===== src/rtl/lab1_pkg.sv =====
// Shared definitions for the lab1 front end: operation mode encoding,
// default sizing and the mode-to-pushbutton drive mapping.
package lab1_pkg;

  typedef enum logic [1:0] {
    MODE_IDLE = 2'b00,
    MODE_AND  = 2'b01,
    MODE_ADD  = 2'b10
  } mode_e;

  localparam int DEBOUNCE_CYCLES_DEF = 4;
  localparam int WIDTH_DEF           = 4;
  localparam int CNT_W_DEF           = 8;

  // Returns {not_LEFT_pushbutton, not_RIGHT_pushbutton}; never both low.
  function automatic logic [1:0] pushbutton_drive(input mode_e mode);
    logic [1:0] drive;
    case (mode)
      MODE_AND: drive = 2'b01;
      MODE_ADD: drive = 2'b10;
      default:  drive = 2'b11;
    endcase
    return drive;
  endfunction

endpackage


===== src/rtl/lab1_button_conditioner_if.sv =====
// Board-side bundle of the lab1 front end: raw buttons and switches in,
// clean ALU drive out.
interface lab1_button_conditioner_if
  #(parameter int WIDTH = lab1_pkg::WIDTH_DEF,
    parameter int CNT_W = lab1_pkg::CNT_W_DEF);

  logic             not_LEFT_raw;
  logic             not_RIGHT_raw;
  logic [WIDTH-1:0] sw_A;
  logic [WIDTH-1:0] sw_B;
  logic             not_LEFT_pushbutton;
  logic             not_RIGHT_pushbutton;
  logic [WIDTH-1:0] A;
  logic [WIDTH-1:0] B;
  logic [CNT_W-1:0] op_count;

  modport master (
    output not_LEFT_raw, not_RIGHT_raw, sw_A, sw_B,
    input  not_LEFT_pushbutton, not_RIGHT_pushbutton, A, B, op_count
  );

  modport slave (
    input  not_LEFT_raw, not_RIGHT_raw, sw_A, sw_B,
    output not_LEFT_pushbutton, not_RIGHT_pushbutton, A, B, op_count
  );

endinterface


===== src/rtl/lab1_button_conditioner_debouncer.sv =====
// One active-low button: two-flop synchroniser, stability counter,
// debounced level and a one-cycle registered press pulse.
module button_debouncer #(
  parameter int DEBOUNCE_CYCLES = lab1_pkg::DEBOUNCE_CYCLES_DEF
) (
  input  logic clk,
  input  logic reset_n,
  input  logic raw,
  output logic press
);

  localparam int            CW       = $clog2(DEBOUNCE_CYCLES);
  localparam logic [CW-1:0] LAST_CNT = CW'(DEBOUNCE_CYCLES - 1);

  logic          sync1_r;
  logic          sync2_r;
  logic          level_r;
  logic [CW-1:0] cnt_r;
  logic          press_r;
  logic          differ_s;
  logic          flip_s;

  assign differ_s = (sync2_r != level_r);
  // The pulse is registered on the same edge the level flips, so the
  // consumer acts one edge later.
  assign flip_s   = differ_s && (cnt_r == LAST_CNT);
  assign press    = press_r;

  // Synchroniser, stability counter, debounced level and press pulse.
  always_ff @(posedge clk or negedge reset_n) begin
    if (!reset_n) begin
      sync1_r <= 1'b1;
      sync2_r <= 1'b1;
      level_r <= 1'b1;
      cnt_r   <= {CW{1'b0}};
      press_r <= 1'b0;
    end else begin
      sync1_r <= raw;
      sync2_r <= sync1_r;
      press_r <= flip_s && !sync2_r;
      if (flip_s) begin
        level_r <= sync2_r;
        cnt_r   <= {CW{1'b0}};
      end else if (differ_s) begin
        cnt_r   <= cnt_r + CW'(1);
      end else begin
        cnt_r   <= {CW{1'b0}};
      end
    end
  end

endmodule


===== src/rtl/lab1_button_conditioner.sv =====
// Front end for the lab1 ALU: debounced buttons select a latched operation,
// and operands are captured from the switches at every accepted press.
module lab1_button_conditioner
  import lab1_pkg::*;
#(
  parameter int DEBOUNCE_CYCLES = DEBOUNCE_CYCLES_DEF,
  parameter int WIDTH           = WIDTH_DEF,
  parameter int CNT_W           = CNT_W_DEF
) (
  input  logic                       clk,
  input  logic                       reset_n,
  lab1_button_conditioner_if.slave   bus
);

  logic             left_press_s;
  logic             right_press_s;
  logic             event_s;
  mode_e            mode_r;
  mode_e            mode_nxt_s;
  logic [1:0]       drive_nxt_s;
  logic             not_left_r;
  logic             not_right_r;
  logic [WIDTH-1:0] sw_a_sync1_r;
  logic [WIDTH-1:0] sw_a_sync2_r;
  logic [WIDTH-1:0] sw_b_sync1_r;
  logic [WIDTH-1:0] sw_b_sync2_r;
  logic [WIDTH-1:0] a_r;
  logic [WIDTH-1:0] b_r;
  logic [CNT_W-1:0] cnt_r;

  button_debouncer #(.DEBOUNCE_CYCLES(DEBOUNCE_CYCLES)) u_left_db (
    .clk     (clk),
    .reset_n (reset_n),
    .raw     (bus.not_LEFT_raw),
    .press   (left_press_s)
  );

  button_debouncer #(.DEBOUNCE_CYCLES(DEBOUNCE_CYCLES)) u_right_db (
    .clk     (clk),
    .reset_n (reset_n),
    .raw     (bus.not_RIGHT_raw),
    .press   (right_press_s)
  );

  assign event_s = left_press_s || right_press_s;

  // Mode next-state: LEFT has priority over a simultaneous RIGHT press.
  always_comb begin
    mode_nxt_s = MODE_IDLE;
    if (left_press_s) begin
      mode_nxt_s = MODE_AND;
    end else if (right_press_s) begin
      mode_nxt_s = MODE_ADD;
    end else begin
      case (mode_r)
        MODE_AND: mode_nxt_s = MODE_AND;
        MODE_ADD: mode_nxt_s = MODE_ADD;
        default:  mode_nxt_s = MODE_IDLE;
      endcase
    end
    drive_nxt_s = pushbutton_drive(mode_nxt_s);
  end

  // Mode state and registered pushbutton drive.
  always_ff @(posedge clk or negedge reset_n) begin
    if (!reset_n) begin
      mode_r      <= MODE_IDLE;
      not_left_r  <= 1'b1;
      not_right_r <= 1'b1;
    end else begin
      mode_r      <= mode_nxt_s;
      not_left_r  <= drive_nxt_s[1];
      not_right_r <= drive_nxt_s[0];
    end
  end

  // Switch synchronisers, operand capture and press counter.
  always_ff @(posedge clk or negedge reset_n) begin
    if (!reset_n) begin
      sw_a_sync1_r <= {WIDTH{1'b0}};
      sw_a_sync2_r <= {WIDTH{1'b0}};
      sw_b_sync1_r <= {WIDTH{1'b0}};
      sw_b_sync2_r <= {WIDTH{1'b0}};
      a_r          <= {WIDTH{1'b0}};
      b_r          <= {WIDTH{1'b0}};
      cnt_r        <= {CNT_W{1'b0}};
    end else begin
      sw_a_sync1_r <= bus.sw_A;
      sw_a_sync2_r <= sw_a_sync1_r;
      sw_b_sync1_r <= bus.sw_B;
      sw_b_sync2_r <= sw_b_sync1_r;
      if (event_s) begin
        a_r   <= sw_a_sync2_r;
        b_r   <= sw_b_sync2_r;
        cnt_r <= cnt_r + CNT_W'(1);
      end else begin
        a_r   <= a_r;
        b_r   <= b_r;
        cnt_r <= cnt_r;
      end
    end
  end

  assign bus.not_LEFT_pushbutton  = not_left_r;
  assign bus.not_RIGHT_pushbutton = not_right_r;
  assign bus.A                    = a_r;
  assign bus.B                    = b_r;
  assign bus.op_count             = cnt_r;

endmodule


===== src/flat_wrapper.sv =====
// flat-port wrapper written by rule: the top's interface ports become plain ports
module lab1_button_conditioner_flat import lab1_pkg::*;
#(
  parameter int DEBOUNCE_CYCLES = DEBOUNCE_CYCLES_DEF,
  parameter int WIDTH           = WIDTH_DEF,
  parameter int CNT_W           = CNT_W_DEF
)
  (clk, reset_n, bus_not_LEFT_raw, bus_not_RIGHT_raw, bus_sw_A, bus_sw_B, bus_not_LEFT_pushbutton, bus_not_RIGHT_pushbutton, bus_A, bus_B, bus_op_count);
  lab1_button_conditioner_if #(.WIDTH(WIDTH), .CNT_W(CNT_W)) bus_i ();
  input  logic clk;
  input  logic reset_n;
  input wire logic [$bits(bus_i.not_LEFT_raw)-1:0] bus_not_LEFT_raw;
  input wire logic [$bits(bus_i.not_RIGHT_raw)-1:0] bus_not_RIGHT_raw;
  input wire logic [$bits(bus_i.sw_A)-1:0] bus_sw_A;
  input wire logic [$bits(bus_i.sw_B)-1:0] bus_sw_B;
  output wire logic [$bits(bus_i.not_LEFT_pushbutton)-1:0] bus_not_LEFT_pushbutton;
  output wire logic [$bits(bus_i.not_RIGHT_pushbutton)-1:0] bus_not_RIGHT_pushbutton;
  output wire logic [$bits(bus_i.A)-1:0] bus_A;
  output wire logic [$bits(bus_i.B)-1:0] bus_B;
  output wire logic [$bits(bus_i.op_count)-1:0] bus_op_count;
  assign bus_i.not_LEFT_raw = bus_not_LEFT_raw;
  assign bus_i.not_RIGHT_raw = bus_not_RIGHT_raw;
  assign bus_i.sw_A = bus_sw_A;
  assign bus_i.sw_B = bus_sw_B;
  assign bus_not_LEFT_pushbutton = bus_i.not_LEFT_pushbutton;
  assign bus_not_RIGHT_pushbutton = bus_i.not_RIGHT_pushbutton;
  assign bus_A = bus_i.A;
  assign bus_B = bus_i.B;
  assign bus_op_count = bus_i.op_count;
  lab1_button_conditioner #(.DEBOUNCE_CYCLES(DEBOUNCE_CYCLES), .WIDTH(WIDTH), .CNT_W(CNT_W)) u_core (.clk(clk), .reset_n(reset_n), .bus(bus_i));
endmodule

===== config.mk =====
export PLATFORM = sky130hd
export DESIGN_NAME = lab1_button_conditioner_flat
export DESIGN_NICKNAME = d
export VERILOG_FILES = /design/src/rtl/lab1_pkg.sv /design/src/rtl/lab1_button_conditioner_if.sv /design/src/rtl/lab1_button_conditioner_debouncer.sv /design/src/rtl/lab1_button_conditioner.sv /design/src/flat_wrapper.sv
export SDC_FILE = /design/constraint.sdc
export NUM_CORES = 1
export LEC_CHECK = 0
export ABC_AREA = 1
export BUFFER_PORTS_ARGS = -buffer_cell sky130_fd_sc_hd__clkbuf_2
export CAP_MARGIN = 25
export CORE_MARGIN = 4
export CORE_UTILIZATION = 28
export DETAILED_ROUTE_END_ITERATION = 8
export PLACE_DENSITY = 0.5
export SLEW_MARGIN = 20
export SYNTH_ARGS = -nofsm -noshare
export SYNTH_HDL_FRONTEND = slang
export SYNTH_SLANG_ARGS = --single-unit

===== constraint.sdc =====
create_clock -name clk -period 1.3 [get_ports clk]
set_clock_uncertainty 0.15 [all_clocks]
set_input_delay 0.195 -clock clk [delete_from_list [all_inputs] [get_ports clk]]
set_output_delay 0.195 -clock clk [all_outputs]
set_load 0.03 [all_outputs]

==> results.yml, run 1 <==
timing:
  setup_violations: 1
  drv_slew: 0
  hold_viol_final: 0
  period_share: 1.004
  whs_ns: 0.2044
  finalCriticalPeriod_ns: 1.305
  max_freq_mhz: 766.2
  worst_pin_slew_ns: 0.2748
  setup_ws_ns: -0.005093
  rsz0062_at_grt: "yes"
  max_slew_margin: 0.8152
hold_path:
  holdPathEnd: "u_core.sw_b_sync2_r[2]"
  min-delay-start: "u_core.sw_b_sync1_r[2]"
  hold_class: "reg2reg"
  holdPathStages: 0
worst_setup_path:
  worstPathArrival_ns: 0.96
  crit_type: "reg2out"
  cp_num_buf_inv: 1
  worstSetupStartpointType: "flop"
  cp.required_ns: 0.95
  crit_path_max_incr_delay_ns: 0.55
  reg2regPathDepth: 5
  crit_path_end_kind: "primary output"
  critPathSlowestCell: "dfstp_2"
  r2r_end: "u_core.bus.op_count[6]"
  critical-path-top-delay-family: "flip-flops"
  cp_max_fo: 1
  crit_chain: "buf_8"
  r2r-start: "u_core.bus.op_count[1]"
  r2r_setup_slack_ns: 0.08
logic_synthesis:
  ys_warn_count: 0
  seq_area_frac_synth: 0.7139
  synth_cells: 137
  async_flop_share: 1.000
  synth_ff_type: "dfrtp_1"
  syn_area_um2: 1697
  syn_area_per_cell_um2: 12.38
  synthesis.nets: 152
  ys_seq_elements: 48
  yosysUniqueCellTypes: 20
  synth_enable_flop_cells: 0
global_route:
  first_global_vias: 1098
  overflow: 0
  antenna_found_initial: 0
  grt_pass1_wl_um: 4899
  grt_use_total: 0.08475
  grt_max_degree: 49
clock_tree:
  clk_latency_ns: 0.29
  cts_tree: "built"
  cts_sinks: 48
  root_buffer: "clkbuf_8"
  htreeDepth: 2
  clockBufferDepth: 2
  clkTransAtPathRegs_ns: 0.09
  numCtsBuffers: 5
floorplan:
  num_rows: 28
  ios: 30
  die_x_um: 85.84
  die_h_um: 85.84
  die_area_um2: 7369
  start_util: 0.2883
  core-area_um2: 5886
detailed_routing:
  drt_iter0_drc: 35
  route.detailed.drc: 0
  vias: 1071
  post_drt_wl_per_cell_um: 10.09
  ant_nets: 0
  wl_um: 2713
  viasPerCell: 3.981
  drt_first_pass_iters: 4
pwr:
  share_comb_of_total_power: 0.243
  p_clk_frac: 0.265
  power_mw: 4.027
  cellPowerDensity_nw_per_um2: 1737
  sw_frac_of_total: 0.3089
  netSwitchingPower_mw: 1.244
  p_seq_frac: 0.492
  internal_power_mw: 2.783
  leakage_nw: 1.189
  peakVddDrop_v: 0.0006954
status:
  violations: "setup timing"
  status: "complete, but fails checks"
layout:
  final_common_cell: "nand2_1"
  nets: 208
  area.growth.synth_to_final_pct: 36.65
  layout-drive-gt1-share: 0.3557
  final_cell_mix: "nand2_1, dfrtp_1, clkbuf_2"
  diodes: 0
placement:
  globalplace.congestion: 0.6837
  post-dp-hpwl_um: 1864
  port_buffers: 29
run:
  drv_cap: 0
[final cells by class]
type / instances / area [µm²]
Fill cell: 582 / 3567
Sequential cell: 48 / 1215
Multi-Input combinational cell: 73 / 432.9
Timing Repair Buffer: 51 / 407.9
Tap cell: 75 / 93.84
Clock buffer: 5 / 68.82
Inverter: 14 / 52.55
Clock inverter: 3 / 47.55
[per-stage QoR]
step,instance area [µm²],util,worst slack [ns],std cells,setup TNS [ns]
3_3_place_gp,1986,0.3374,0.1007,244,0
3_5_place_dp,1986,0.3374,0.1056,244,0
2_1_floorplan,1719,-,0.002106,137,0
6_report,2318,0.3939,-0.005093,269,-0.005093
5_1_grt,2318,0.3939,-0.03573,269,-0.06887
4_1_cts,2270,0.3856,-0.03924,264,-0.07112
[state kept, by name (all words and copies together), names as in the netlist]
name,flops
u_core.bus.not_RIGHT_pushbutton,1
u_core.u_right_db.level_r,1
u_core.bus.A,4
u_core.u_right_db.sync2_r,1
u_core.mode_r,2
u_core.bus.B,4
u_core.sw_b_sync2_r,4
u_core.u_left_db.sync2_r,1
u_core.u_left_db.press,1
u_core.u_left_db.sync1_r,1
u_core.u_left_db.level_r,1
u_core.bus.not_LEFT_pushbutton,1
u_core.u_right_db.cnt_r,2
u_core.sw_b_sync1_r,4
u_core.u_left_db.cnt_r,2
u_core.u_right_db.press,1
u_core.sw_a_sync1_r,4
u_core.u_right_db.sync1_r,1
u_core.sw_a_sync2_r,4
u_core.bus.op_count,8
[power by group through the flow]
stage | Clock, mW | Combinational [mW] | Sequential (mW)
6_report | 1.07 | 0.980 | 1.98
5_1_grt | 1.19 | 1.09 | 2.02
2_1_floorplan | 0 | 0.342 | 2.25
4_1_cts | 1.12 | 0.974 | 1.97
3_3_place_gp | 0 | 0.880 | 1.99
3_5_place_dp | 0 | 0.888 | 2.00
[repair_timing]
action | CTS | global route
setup buffers | 2 | 5
setup endpoints to repair | 7 | 10
gates resized for setup | 13 | 9
pin swaps | 0 | 0
hold buffers | 11 | 0
endpoints found under the hold margin | 58 | 0
[cells by family after synthesis]
kind of cell / Yosys count / share of synthesized area
AOI/OAI and AO/OA: 5 / 0.01623
xor gates and xnor gates: 5 / 0.03466
adders and majority gates: 3 / 0.02213
buffers and inverters: 16 / 0.04425
DFF: 48 / 0.7139
and+or+nand+nor: 60 / 0.1689
[per-layer routing]
| metal | GRT usage | wire length (µm) |
|---|---|---|
| met5 | 0 | 0 |
| met2 | 0.1405 | 1364 |
| met3 | 0.02498 | 126 |
| met4 | 0.03885 | 28 |
| met1 | 0.1014 | 1194 |
[Yosys cell counts, types with 2 or more instances]
| cell type | number | area share |
|---|---|---|
| nand3_1 | 2 | 0.0059 |
| xnor2_1 | 3 | 0.015 |
| a21oi_1 | 2 | 0.0059 |
| nor2_1 | 5 | 0.011 |
| nor2_4 | 2 | 0.013 |
| o21ai_0 | 2 | 0.0059 |
| inv_1 | 14 | 0.031 |
| nand2_2 | 2 | 0.0074 |
| nand2_1 | 40 | 0.088 |
| xnor2_2 | 2 | 0.019 |
| nand4_1 | 2 | 0.0074 |
| nor3b_1 | 4 | 0.018 |
| dfrtp_1 | 40 | 0.59 |
| nor3_1 | 2 | 0.0059 |
| dfstp_2 | 8 | 0.12 |
| ha_1 | 3 | 0.022 |
[worst max path at each step]
stage,start,to,cells past startpoint
floorplan,u_core.bus.op_count[1],u_core.bus.op_count[4],5
global placement,u_core.u_right_db.press,u_core.bus.op_count[1],4
detailed placement,u_core.bus.op_count[1],u_core.bus.op_count[4],5
CTS,u_core.bus.not_RIGHT_pushbutton,bus_not_RIGHT_pushbutton,1
global route,u_core.bus.not_RIGHT_pushbutton,bus_not_RIGHT_pushbutton,1
finish,u_core.bus.not_RIGHT_pushbutton,bus_not_RIGHT_pushbutton,1
Power figures use the tool's default switching activity.
==> inputs of run 2 (changes only) <==
PLACE_DENSITY = 0.52   (was 0.5)
==> run 2 against run 1 <==
Net effect:
- the flow still finishes with violations (setup timing)
- non-clock buffer count shrank 3
- routed wire length up 1.8%
- count of clock-buffer cells in the layout rose by 1
- sequential share of layout area increased by 0.75 points
- worst hold slack worse by 0.0014 ns
- clock power rose by 4%
- utilization shrank 0.55 points
- highest routed layer unchanged
==> results.yml, run 2 (same netlist as run 1, synthesis figures left out) <==
worst_setup_path:
  crit_path_end_kind: "primary output"
  critPathSlowestCell: "dfstp_2"
  worstSetupStartpointType: "flop"
  crit_chain: "buf_8"
  critical-path-top-delay-family: "flip-flops"
  worstPathArrival_ns: 0.97
  cp_num_buf_inv: 1
  cp.required_ns: 0.95
  crit_path_max_incr_delay_ns: 0.55
  crit_type: "reg2out"
  cp_max_fo: 1
layout:
  fill_cells: 580
  multiInputGateArea_um2: 430.4
  largest_reg_flops: 8
  area.growth.synth_to_final_pct: 34.73
  final_common_cell: "nand2_1"
  final_cell_mix: "nand2_1, dfrtp_1, clkbuf_2"
  seq_area_um2: 1215
  layout-drive-gt1-share: 0.3403
  stdcell_count: 266
  postLayoutCoreUtil: 0.3884
  nets: 205
  postLayoutCellArea_um2: 2286
  diodes: 0
status:
  violations: "setup timing"
  status: "complete, but fails checks"
pwr:
  p_seq_frac: 0.487
  power_mw: 4.067
  internal_power_mw: 2.834
  share_comb_of_total_power: 0.240
  sw_frac_of_total: 0.3032
  netSwitchingPower_mw: 1.233
  p_clk_frac: 0.272
  peakVddDrop_v: 0.0006404
  leakage_nw: 1.172
  cellPowerDensity_nw_per_um2: 1779
clock_tree:
  htreeDepth: 2
  clkTransAtPathRegs_ns: 0.09
  clockBufferDepth: 2
  numCtsBuffers: 5
  root_buffer: "clkbuf_8"
  cts_sinks: 48
  cts_tree: "built"
  clk_latency_ns: 0.30
timing:
  setup_ws_ns: -0.01292
  finalCriticalPeriod_ns: 1.313
  setup_violations: 2
  whs_ns: 0.2029
  period_share: 1.010
  drv_slew: 0
  hold_viol_final: 0
  max_freq_mhz: 761.7
  max_slew_margin: 0.8186
  worst_pin_slew_ns: 0.2698
  rsz0062_at_grt: "yes"
detailed_routing:
  viasPerCell: 3.974
  drt_iter0_drc: 40
  wl_um: 2761
  vias: 1057
  route.detailed.drc: 0
  ant_nets: 0
  post_drt_wl_per_cell_um: 10.38
  drt_first_pass_iters: 2
floorplan:
  die_x_um: 85.84
  die_h_um: 85.84
  core-area_um2: 5886
  ios: 30
  num_rows: 28
  die_area_um2: 7369
  start_util: 0.2883
global_route:
  grt_max_degree: 49
  top_usage_layer: "met2"
  grtUsageMet3: 0.02594
  grt_pass1_wl_um: 5092
  first_global_vias: 1194
  antenna_found_initial: 0
  overflow: 0
  grt_util_met1: 0.09585
  grt_use_total: 0.08859
  grt_util_met2: 0.1532
placement:
  placed_area_um2: 1971
  place_inst: 242
  post-dp-hpwl_um: 1882
  globalplace.congestion: 0.7164
  port_buffers: 29
run:
  drv_cap: 0
hold_path:
  hold_class: "reg2reg"
[run 2: worst reg2reg max path: stages (launching register included)]
cell and delay (ns):
dfrtp_1 0.42, nor2_4 0.25, buf_4 0.21, nand2_1 0.06
nand2_1 0.06
[run 2: cell type report]
class                           count  area share
Timing Repair Buffer               48      0.1631
Inverter                           14     0.02299
Tap cell                           75     0.04105
Sequential cell                    48      0.5315
Clock inverter                      2     0.01697
Multi-Input combinational cell     73      0.1883
Clock buffer                        6     0.03612
[run 2: stage by stage]
stage | setup WS (ns) | TNS (ns)
after CTS | -0.04614 | -0.08546
after global routing | -0.04980 | -0.08560
final | -0.01292 | -0.01708
after global placement | 0.09995 | 0
after detailed placement | 0.07831 | 0
after floorplan | 0.002106 | 0
[run 2: power groups by stage]
stage                     clock (mW)  sequential, mW  combinational, mW
after floorplan                    0            2.25              0.342
after global placement             0            2.00              0.867
after detailed placement           0            2.01              0.887
after CTS                       1.16            1.98              0.969
after global routing            1.22            2.03               1.10
final                           1.11            1.98              0.977
[run 2: worst paths after layout]
check	slack, ns	startpoint	cells past startpoint	to
worst max register to register	0.09	u_core.u_right_db.press	4	u_core.bus.B[3]
min in group asynchronous	0.26	reset_n	3	u_core.bus.B[0]
worst min-delay path	0.20	u_core.sw_b_sync1_r[1]	0	u_core.sw_b_sync2_r[1]
worst max-delay path	-0.01	u_core.bus.not_RIGHT_pushbutton	1	bus_not_RIGHT_pushbutton
worst min register to register	0.20	u_core.sw_b_sync1_r[1]	0	u_core.sw_b_sync2_r[1]
max in group asynchronous	0.46	reset_n	3	u_core.bus.not_LEFT_pushbutton
[run 2: layer usage]
layer | share of wire | vias to the layer above
li1 | - | 527
met1 | 0.44 | 501
met2 | 0.48 | 21
met3 | 0.048 | 8
met4 | 0.028 | 0
met5 | 0 | -
[run 2: repair_timing]
action | CTS | global route
setup buffers | 5 | 0
setup endpoints to repair | 8 | 5
resized for setup | 11 | 8
hold endpoints to repair | 58 | 0
hold buffers | 11 | 0
==> inputs of run 3 (changes only) <==
CELL_PAD_IN_SITES_DETAIL_PLACEMENT = 0   (was default)
CELL_PAD_IN_SITES_GLOBAL_PLACEMENT = 1   (was default)
PLACE_DENSITY = 0.6   (was 0.52)
==> run 3 against run 2 <==
Net effect:
- the flow now finishes without violations
- largest cell class unchanged
- worst setup slack improved by 0.022 ns
- worst hold slack improved by 0.0010 ns
- final area is 0.49% lower
- maximum frequency is 1.7% higher
- via count rose by 0.95%
- total power fell by 4.8%
- routed wire length increased by 0.76%
- clock power down 19%
- register-to-register slack about the same
==> results.yml, run 3 (same netlist as run 1, synthesis figures left out) <==
timing:
  max_freq_mhz: 774.5
  period_share: 0.9932
  worst_pin_slew_ns: 0.2762
  setup_violations: 0
  final.setup.tns_ns: 0
  rsz0062_at_grt: "yes"
  finalCriticalPeriod_ns: 1.291
  max_slew_margin: 0.8143
  setup_ws_ns: 0.008818
  hold_viol_final: 0
  drv_slew: 0
layout:
  area.growth.synth_to_final_pct: 34.07
  fill_cells: 568
  final_cell_mix: "nand2_1, dfrtp_1, clkbuf_2"
  diodes: 0
  layout-drive-gt1-share: 0.3472
  nets: 207
  postLayoutCellArea_um2: 2275
  largest_reg_flops: 8
  postLayoutCoreUtil: 0.3865
  final_common_cell: "nand2_1"
floorplan:
  num_rows: 28
  ios: 30
  die_area_um2: 7369
  start_util: 0.2883
  die_h_um: 85.84
  die_x_um: 85.84
  core-area_um2: 5886
worst_setup_path:
  worstPathArrival_ns: 0.95
  crit_type: "reg2out"
  critical-path-top-delay-family: "flip-flops"
  cp_num_buf_inv: 1
  critPathSlowestCell: "dfstp_2"
  cp_max_fo: 1
  crit_chain: "buf_8"
  worstSetupStartpointType: "flop"
  crit_path_end_kind: "primary output"
  crit_path_max_incr_delay_ns: 0.54
  cp.required_ns: 0.95
clock_tree:
  htreeDepth: 2
  cts_sinks: 48
  numCtsBuffers: 5
  clk_latency_ns: 0.29
  root_buffer: "clkbuf_8"
  cts_tree: "built"
  clkTransAtPathRegs_ns: 0.09
  clockBufferDepth: 2
run:
  drv_cap: 0
global_route:
  grt_pass1_wl_um: 5161
  grtUsageMet3: 0.03074
  grt_use_total: 0.08967
  grt_max_degree: 49
  overflow: 0
  first_global_vias: 1184
  antenna_found_initial: 0
  grt_util_met2: 0.1603
  top_usage_layer: "met2"
  grt_util_met1: 0.09427
detailed_routing:
  route.detailed.drc: 0
  drt_first_pass_iters: 2
  ant_nets: 0
  vias: 1067
  post_drt_wl_per_cell_um: 10.38
  drt_iter0_drc: 32
  viasPerCell: 3.981
  wl_um: 2782
status:
  status: "finished clean"
pwr:
  leakage_nw: 1.165
  cellPowerDensity_nw_per_um2: 1701
  peakVddDrop_v: 0.0005773
  power_mw: 3.870
placement:
  dp_slack_ns: 0.08888
  post-dp-hpwl_um: 1991
  globalplace.congestion: 0.6792
  placed_area_um2: 1978
  port_buffers: 29
hold_path:
  hold_class: "reg2reg"
[run 3: final cells by class]
class | instances | area [µm²] | area share
Clock inverter | 2 | 15.01 | 0.006601
Inverter | 14 | 52.55 | 0.02310
Tap cell | 75 | 93.84 | 0.04125
Clock buffer | 6 | 82.58 | 0.03630
Multi-Input combinational cell | 73 | 430.4 | 0.1892
Timing Repair Buffer | 50 | 385.4 | 0.1694
Sequential cell | 48 | 1215 | 0.5341
[run 3: report_power, final]
| group | switching [mW] | internal [mW] | leakage [nW] |
|---|---|---|---|
| sequential | 0.177 | 1.81 | 0.587 |
| clock | 0.473 | 0.430 | 0.0434 |
| combinational | 0.580 | 0.400 | 0.535 |
| total | 1.23 | 2.64 | 1.16 |
[run 3: routing by layer]
metal | up-vias | share of wire
met5 | - | 0
met4 | 0 | 0.018
met3 | 4 | 0.050
met2 | 21 | 0.55
met1 | 514 | 0.38
li1 | 528 | -
[run 3: what timing repair did]
action	4_1_cts	5_1_grt
gates cloned	0	0
setup buffers	3	3
pin swaps	0	1
setup endpoints to repair	6	7
hold buffers	11	0
resized for setup	9	11
hold endpoints to repair	58	0
[run 3: metrics by stage]
step | instances | hold WS (ns)
floorplan | 137 | -0.2506
global placement | 243 | 0.04489
finish | 268 | 0.2039
CTS | 265 | 0.2061
detailed placement | 243 | 0.04897
global route | 268 | 0.2170
[run 3: path summary, 6_finish.rpt]
| kind | startpoint | end | slack [ns] | cells past startpoint |
|---|---|---|---|---|
| worst max-delay path | u_core.bus.not_RIGHT_pushbutton | bus_not_RIGHT_pushbutton | 0.009 | 1 |
| worst min-delay path | u_core.sw_b_sync1_r[0] | u_core.sw_b_sync2_r[0] | 0.20 | 0 |
| worst max register to register | u_core.u_left_db.press | u_core.bus.op_count[4] | 0.10 | 5 |
| worst min register to register | u_core.sw_b_sync1_r[0] | u_core.sw_b_sync2_r[0] | 0.20 | 0 |
| max in group asynchronous | reset_n | u_core.u_left_db.sync1_r | 0.44 | 3 |
| min in group asynchronous | reset_n | u_core.bus.op_count[5] | 0.27 | 3 |
